[config.mk]
export PLATFORM = sky130hd
export DESIGN_NAME = memory_load_unit
export DESIGN_NICKNAME = d
export VERILOG_FILES = /design/src/rtl/memory_load_unit.sv
export SDC_FILE = /design/constraint.sdc
export NUM_CORES = 1
export LEC_CHECK = 0
export BUFFER_PORTS_ARGS = -buffer_cell sky130_fd_sc_hd__buf_2
export CORE_MARGIN = 3
export CORE_UTILIZATION = 43
export DETAILED_ROUTE_END_ITERATION = 7
export GPL_TIMING_DRIVEN = 0
export PLACE_DENSITY = 0.81
export SLEW_MARGIN = 20
export SYNTH_ARGS = -nofsm -noshare
export SYNTH_HDL_FRONTEND = slang
export SYNTH_SLANG_ARGS = --single-unit
[constraint.sdc]
create_clock -name Clk -period 1.8 [get_ports Clk]
set_input_delay 0.09 -clock Clk [delete_from_list [all_inputs] [get_ports Clk]]
set_output_delay 0.09 -clock Clk [all_outputs]
set_load 0.05 [all_outputs]
[src/rtl/memory_load_unit.sv]
// memory_load_unit
//   Issues one aligned word read to the data RAM per load request and returns
//   the addressed byte, half word or word right-justified in Out. Requests are
//   checked for size/alignment before any RAM access. A request that is never
//   answered by MFC is abandoned after TIMEOUT cycles.
//
// Ports
//   Clk       rising-edge clock
//   CLR       asynchronous active-high reset
//   start     load request, only looked at while idle
//   addr      byte address of the load
//   dataSize  00 byte, 01 half word, 10 word, 11 illegal
//   busy      high in every state except IDLE
//   memAddr   word-aligned address presented to the data RAM
//   MOV       read request to the data RAM (high only while waiting)
//   MFC       read complete from the data RAM
//   memData   read word, valid when MFC is high
//   Out       loaded data, right-justified, upper bits zero
//   outSize   size of the value currently in Out
//   done      one-cycle pulse, Out/outSize valid
//   alignErr  one-cycle pulse, misaligned or illegal request
//   timeout   one-cycle pulse, MFC never arrived
module memory_load_unit #(
  parameter int TIMEOUT = 15
) (
  input  logic        Clk,
  input  logic        CLR,
  input  logic        start,
  input  logic [31:0] addr,
  input  logic [1:0]  dataSize,
  output logic        busy,
  output logic [31:0] memAddr,
  output logic        MOV,
  input  logic        MFC,
  input  logic [31:0] memData,
  output logic [31:0] Out,
  output logic [1:0]  outSize,
  output logic        done,
  output logic        alignErr,
  output logic        timeout
);

  // Wide enough to hold TIMEOUT-1, the last count before giving up.
  localparam int CW = (TIMEOUT > 1) ? $clog2(TIMEOUT) : 1;

  typedef enum logic [1:0] {
    IDLE = 2'b00,
    WAIT = 2'b01,
    DONE = 2'b10,
    ERR  = 2'b11
  } state_t;

  state_t          state;
  state_t          nextState;
  logic [1:0]      offReg;
  logic [1:0]      sizeReg;
  logic [CW-1:0]   waitCnt;
  logic            errIsTimeout;
  logic            reqLegal;
  logic            lastWait;
  logic [31:0]     laneData;

  // Byte loads may sit at any offset, halves must not straddle a half-word
  // boundary, words must be word aligned, and size 11 is never legal.
  always_comb begin
    reqLegal = 1'b0;
    case (dataSize)
      2'b00:   reqLegal = 1'b1;
      2'b01:   reqLegal = ~addr[0];
      2'b10:   reqLegal = (addr[1:0] == 2'b00);
      default: reqLegal = 1'b0;
    endcase
  end

  assign lastWait = (waitCnt == CW'(TIMEOUT - 1));

  // Little-endian lane select using the offset and size latched at start.
  // Size 11 is never latched, so the default branch only serves the word case.
  always_comb begin
    laneData = memData;
    case (sizeReg)
      2'b00:   laneData = {24'b0, memData[{offReg, 3'b000} +: 8]};
      2'b01:   laneData = {16'b0, memData[{offReg[1], 4'b0000} +: 16]};
      default: laneData = memData;
    endcase
  end

  // State register; CLR abandons any transaction in flight, and because MOV
  // is decoded from the state it drops in the same cycle.
  always_ff @(posedge Clk or posedge CLR) begin
    if (CLR) begin
      state <= IDLE;
    end else begin
      state <= nextState;
    end
  end

  // Next-state and output decode. In WAIT, MFC takes priority over the
  // timeout so a reply on the final allowed cycle still completes the load.
  always_comb begin
    nextState = state;
    busy      = 1'b1;
    MOV       = 1'b0;
    done      = 1'b0;
    alignErr  = 1'b0;
    timeout   = 1'b0;
    case (state)
      IDLE: begin
        busy = 1'b0;
        if (start) begin
          nextState = reqLegal ? WAIT : ERR;
        end
      end
      WAIT: begin
        MOV = 1'b1;
        if (MFC) begin
          nextState = DONE;
        end else if (lastWait) begin
          nextState = ERR;
        end
      end
      DONE: begin
        done      = 1'b1;
        nextState = IDLE;
      end
      ERR: begin
        alignErr  = ~errIsTimeout;
        timeout   = errIsTimeout;
        nextState = IDLE;
      end
      default: begin
        nextState = IDLE;
      end
    endcase
  end

  // Datapath registers. Out and outSize only change when a load completes or
  // fails, so they hold their value while idle. Out is cleared on the way
  // into ERR so a failed load never leaves stale data looking valid.
  always_ff @(posedge Clk or posedge CLR) begin
    if (CLR) begin
      offReg       <= 2'b00;
      sizeReg      <= 2'b00;
      memAddr      <= 32'h0;
      waitCnt      <= '0;
      errIsTimeout <= 1'b0;
      Out          <= 32'h0;
      outSize      <= 2'b00;
    end else begin
      case (state)
        IDLE: begin
          if (start && reqLegal) begin
            offReg  <= addr[1:0];
            sizeReg <= dataSize;
            memAddr <= {addr[31:2], 2'b00};
            waitCnt <= '0;
          end else if (start) begin
            errIsTimeout <= 1'b0;
            Out          <= 32'h0;
          end
        end
        WAIT: begin
          if (MFC) begin
            Out     <= laneData;
            outSize <= sizeReg;
          end else if (lastWait) begin
            errIsTimeout <= 1'b1;
            Out          <= 32'h0;
          end else begin
            waitCnt <= waitCnt + 1'b1;
          end
        end
        default: begin
        end
      endcase
    end
  end

endmodule

==> metrics.yaml <==
run_status:
  status: "finished, final reports clean"
setup_path:
  critical_path.max_fanout: 10
  slowest_delay_ps: 430
  reg2reg_depth: 7
  critical_path_class: "reg -> reg"
  crit_required_ps: 2020
  crit_slowest_cell: "dfrtp_1"
  critPathArrivalTime_ps: 1930
  start_kind: "register"
  timing.rr.start: "waitCnt[0]$_DFFE_PP0P_"
  end_kind: "register"
  crit_chain: "inv_1 > ha_1 > nand3_1 > nand2_2 > o211ai_4 > buf_6 > a221o_1"
  r2r_slack_ps: 90
  reg2reg_to: "Out[11]$_DFFE_PP0P_"
finish:
  design_area_sq_um: 4990
  multi_input_area_sq_um: 1340
  diodes: 0
  fillers: 578
  final_nets: 533
  seq_area_sq_um: 1880
  syn_to_final_growth_pct: 49.1
  drive_gt1_share_pct: 46.6
  final_cells: 565
logic_synthesis:
  ys_seq_area_share_pct: 56.1
  synthFlopType: "dfrtp_1"
  syn_area_sq_um: 3340
  synth-edff-count: 0
  synth_top_area_cell: "dfrtp_1"
  ys_ff_latch: 75
  synthTopCellsByCount: "75 x dfrtp_1, 20 x mux2_2, 16 x a22o_1, 16 x mux2_4, 12 x nor2_1"
  syn_inst: 255
  yosysMostFrequentCell: "dfrtp_1"
  synth_warnings: 0
  synth.top_cells.by_area: "dfrtp_1 56%, mux2_4 7.2%, mux2_2 6.7%"
  yosysTopAreaCellShare_pct: 56.1
  avgSynthCellArea_sq_um: 13.1
  synth.distinct_cells: 37
  synthArstFlopShare_pct: 100
clock_network:
  root_buffer: "clkbuf_8"
  cts_setup_buffers: 0
  clock_path_buffers: 2
  cts_tree: "built"
  htree_levels: 3
  cts.sinks: 75
  cts_buffers: 9
  clkTransAtPathRegs_ps: 80
  clkLatencyLatePin_ps: 350
power_and_ir_drop:
  pwr-share-clk_pct: 14.5
  power_density_nw_per_um2: 1970
  combPwrFrac_pct: 56.5
  seq_power_share_pct: 29.1
  vdd_drop_max_uv: 1060
  p_leak_nw: 2.55
  switchingPower_mw: 4.91
  power_switching_share_pct: 50.0
  p_int_mw: 4.92
routing:
  avgViaCountPerCell: 5.21
  antenna_left: 0
  drc: 0
  drt_iter0_drc: 217
  totalWireLength_mm: 9.53
  drt-pass1-iter-count: 4
  avgRoutedWirePerCell_um: 16.9
  vias: 2944
floorplan:
  die-area_sq_um: 8870
  core-area_sq_um: 7410
  die-width_um: 94.2
  rows: 31
  io_pins: 141
  start_util_pct: 45.1
  die_y_um: 94.2
timing:
  fin_setup_tns_ps: 0
  rsz0062_at_grt: "true"
  finalMaxSlewViolations: 0
  skew_ps: 15.8
  slew_headroom_pct: 65.4
  hold_viol: 0
  fmax_ghz: 0.586
  setup_viol: 0
  period_needed_ps: 1710
  worst_slew_pin_slew_ps: 517
  period_share_pct: 94.8
hold_path:
  min_to: "Out[13]$_DFFE_PP0P_"
  hold_start: "memData[13]"
  whs_path_depth: 2
  min_path_type: "in -> reg"
grt:
  grt_pass1_wl_mm: 15.5
  grt_max_degree: 35
  grt_antenna_before_repair: 0
  grt_remaining_overflow: 0
  grt_pass1_vias: 3196
  grt_usage_pct: 22.8
  grt_use_met2_pct: 36.6
  gr-usage-met3_pct: 6.09
  grtUsageMet1_pct: 27.4
  grt-busiest-layer: "met2"
placement:
  place.gp.congestion: 0.834
  postPlaceCellArea_sq_um: 4210
  hpwl_mm: 6.42
  placedCellCount: 495
  io_buffers: 138
run:
  drv_cap: 0
==> final cells by class <==
type / instances / share of cell area (%)
inverter: 4 / 0.376
tap: 99 / 2.48
buffer: 18 / 2.63
sequential: 75 / 37.6
timing repair buffer: 194 / 25.6
multi-input combinational: 159 / 26.9
clock buffer: 10 / 2.56
clock inverter: 6 / 1.81
==> flip-flops by register name (all words and copies together), names as in the netlist <==
name          flops
waitCnt           4
state             2
errIsTimeout      1
outSize           2
memAddr          30
Out              32
sizeReg           2
offReg            2
==> routing by layer <==
metal	share of wire (%)	routed length, um
met3	7.7	736
met2	49	4660
met5	0	0
met4	5.0	473
met1	38	3660
==> layout by cell type (no fill, tap or decap), types with 4 or more instances in the layout <==
cell / synthesis / final
clkbuf_8: 0 / 9
mux2i_1: 8 / 8
nand2_1: 10 / 10
dlygate4sd3_1: 0 / 54
buf_4: 6 / 5
nand3_1: 4 / 4
nor2_1: 12 / 12
mux2_2: 20 / 20
mux2_4: 16 / 16
o21ai_0: 8 / 8
or3_1: 8 / 8
a22o_1: 16 / 16
buf_2: 6 / 144
a221o_1: 8 / 8
dfrtp_1: 75 / 75
a21oi_1: 11 / 11
buf_6: 4 / 5
o2bb2ai_1: 8 / 8
==> cells by family (layout without fill, tap and decap cells) <==
kind of cell               Yosys count  in the layout  synth area share (%)
and+or+nand+nor                     52             52                  8.75
DFF                                 75             75                  56.1
buffers and inverters               22            232                  4.26
muxes                               44             44                  16.3
other                                1              2                 0.112
adders and majority gates            2              2                 0.748
xor gates and xnor gates             2              2                 0.524
AOI/OAI and AO/OA                   57             57                  13.2
==> what timing repair did <==
item / in CTS / in global routing
hold buffers: 53 / 1
endpoints found under the setup margin: 0 / 7
gates resized for setup: 0 / 3
hold endpoints to repair: 70 / 1
==> worst max-delay path: cells and delay by family (launching register included) <==
family / cells / cell delay (ps)
compound gates: 2 / 440
fa+ha+maj: 1 / 180
buf+inv: 2 / 250
flops: 1 / 430
simple gates: 2 / 280
==> worst max-delay path by stage <==
stage | startpoint | to | slack [ps] | depth (start not counted)
floorplan | waitCnt[0]$_DFFE_PP0P_ | Out[12]$_DFFE_PP0P_ | 250 | 7
global placement | waitCnt[0]$_DFFE_PP0P_ | Out[10]$_DFFE_PP0P_ | 120 | 7
detailed placement | waitCnt[0]$_DFFE_PP0P_ | Out[8]$_DFFE_PP0P_ | 70 | 7
CTS | waitCnt[0]$_DFFE_PP0P_ | Out[10]$_DFFE_PP0P_ | 40 | 7
global route | waitCnt[0]$_DFFE_PP0P_ | Out[11]$_DFFE_PP0P_ | -10 | 7
finish | waitCnt[0]$_DFFE_PP0P_ | Out[11]$_DFFE_PP0P_ | 90 | 7
==> power by group through the flow <==
stage | Combinational, mW | Clock, mW | Sequential (mW)
after detailed placement | 5.41 | 0 | 2.86
after global routing | 5.83 | 1.52 | 2.96
after CTS | 5.51 | 1.45 | 2.85
final | 5.55 | 1.42 | 2.86
after global placement | 5.30 | 0 | 2.82
after floorplan | 1.87 | 0 | 5.12
==> through the flow <==
stage / hold slack [ps] / utilization (%) / power (mW) / setup WS, ps
after floorplan: 230 / - / 6.98 / 248
after global placement: 322 / 56.2 / 8.12 / 119
after detailed placement: 165 / 56.9 / 8.27 / 67.5
after CTS: 2.30 / 67.0 / 9.81 / 37.5
after global routing: 3.24 / 67.3 / 10.3 / -14.4
final: 14.6 / 67.3 / 9.84 / 94.3
No activity file was read; power rests on OpenSTA's default activity.
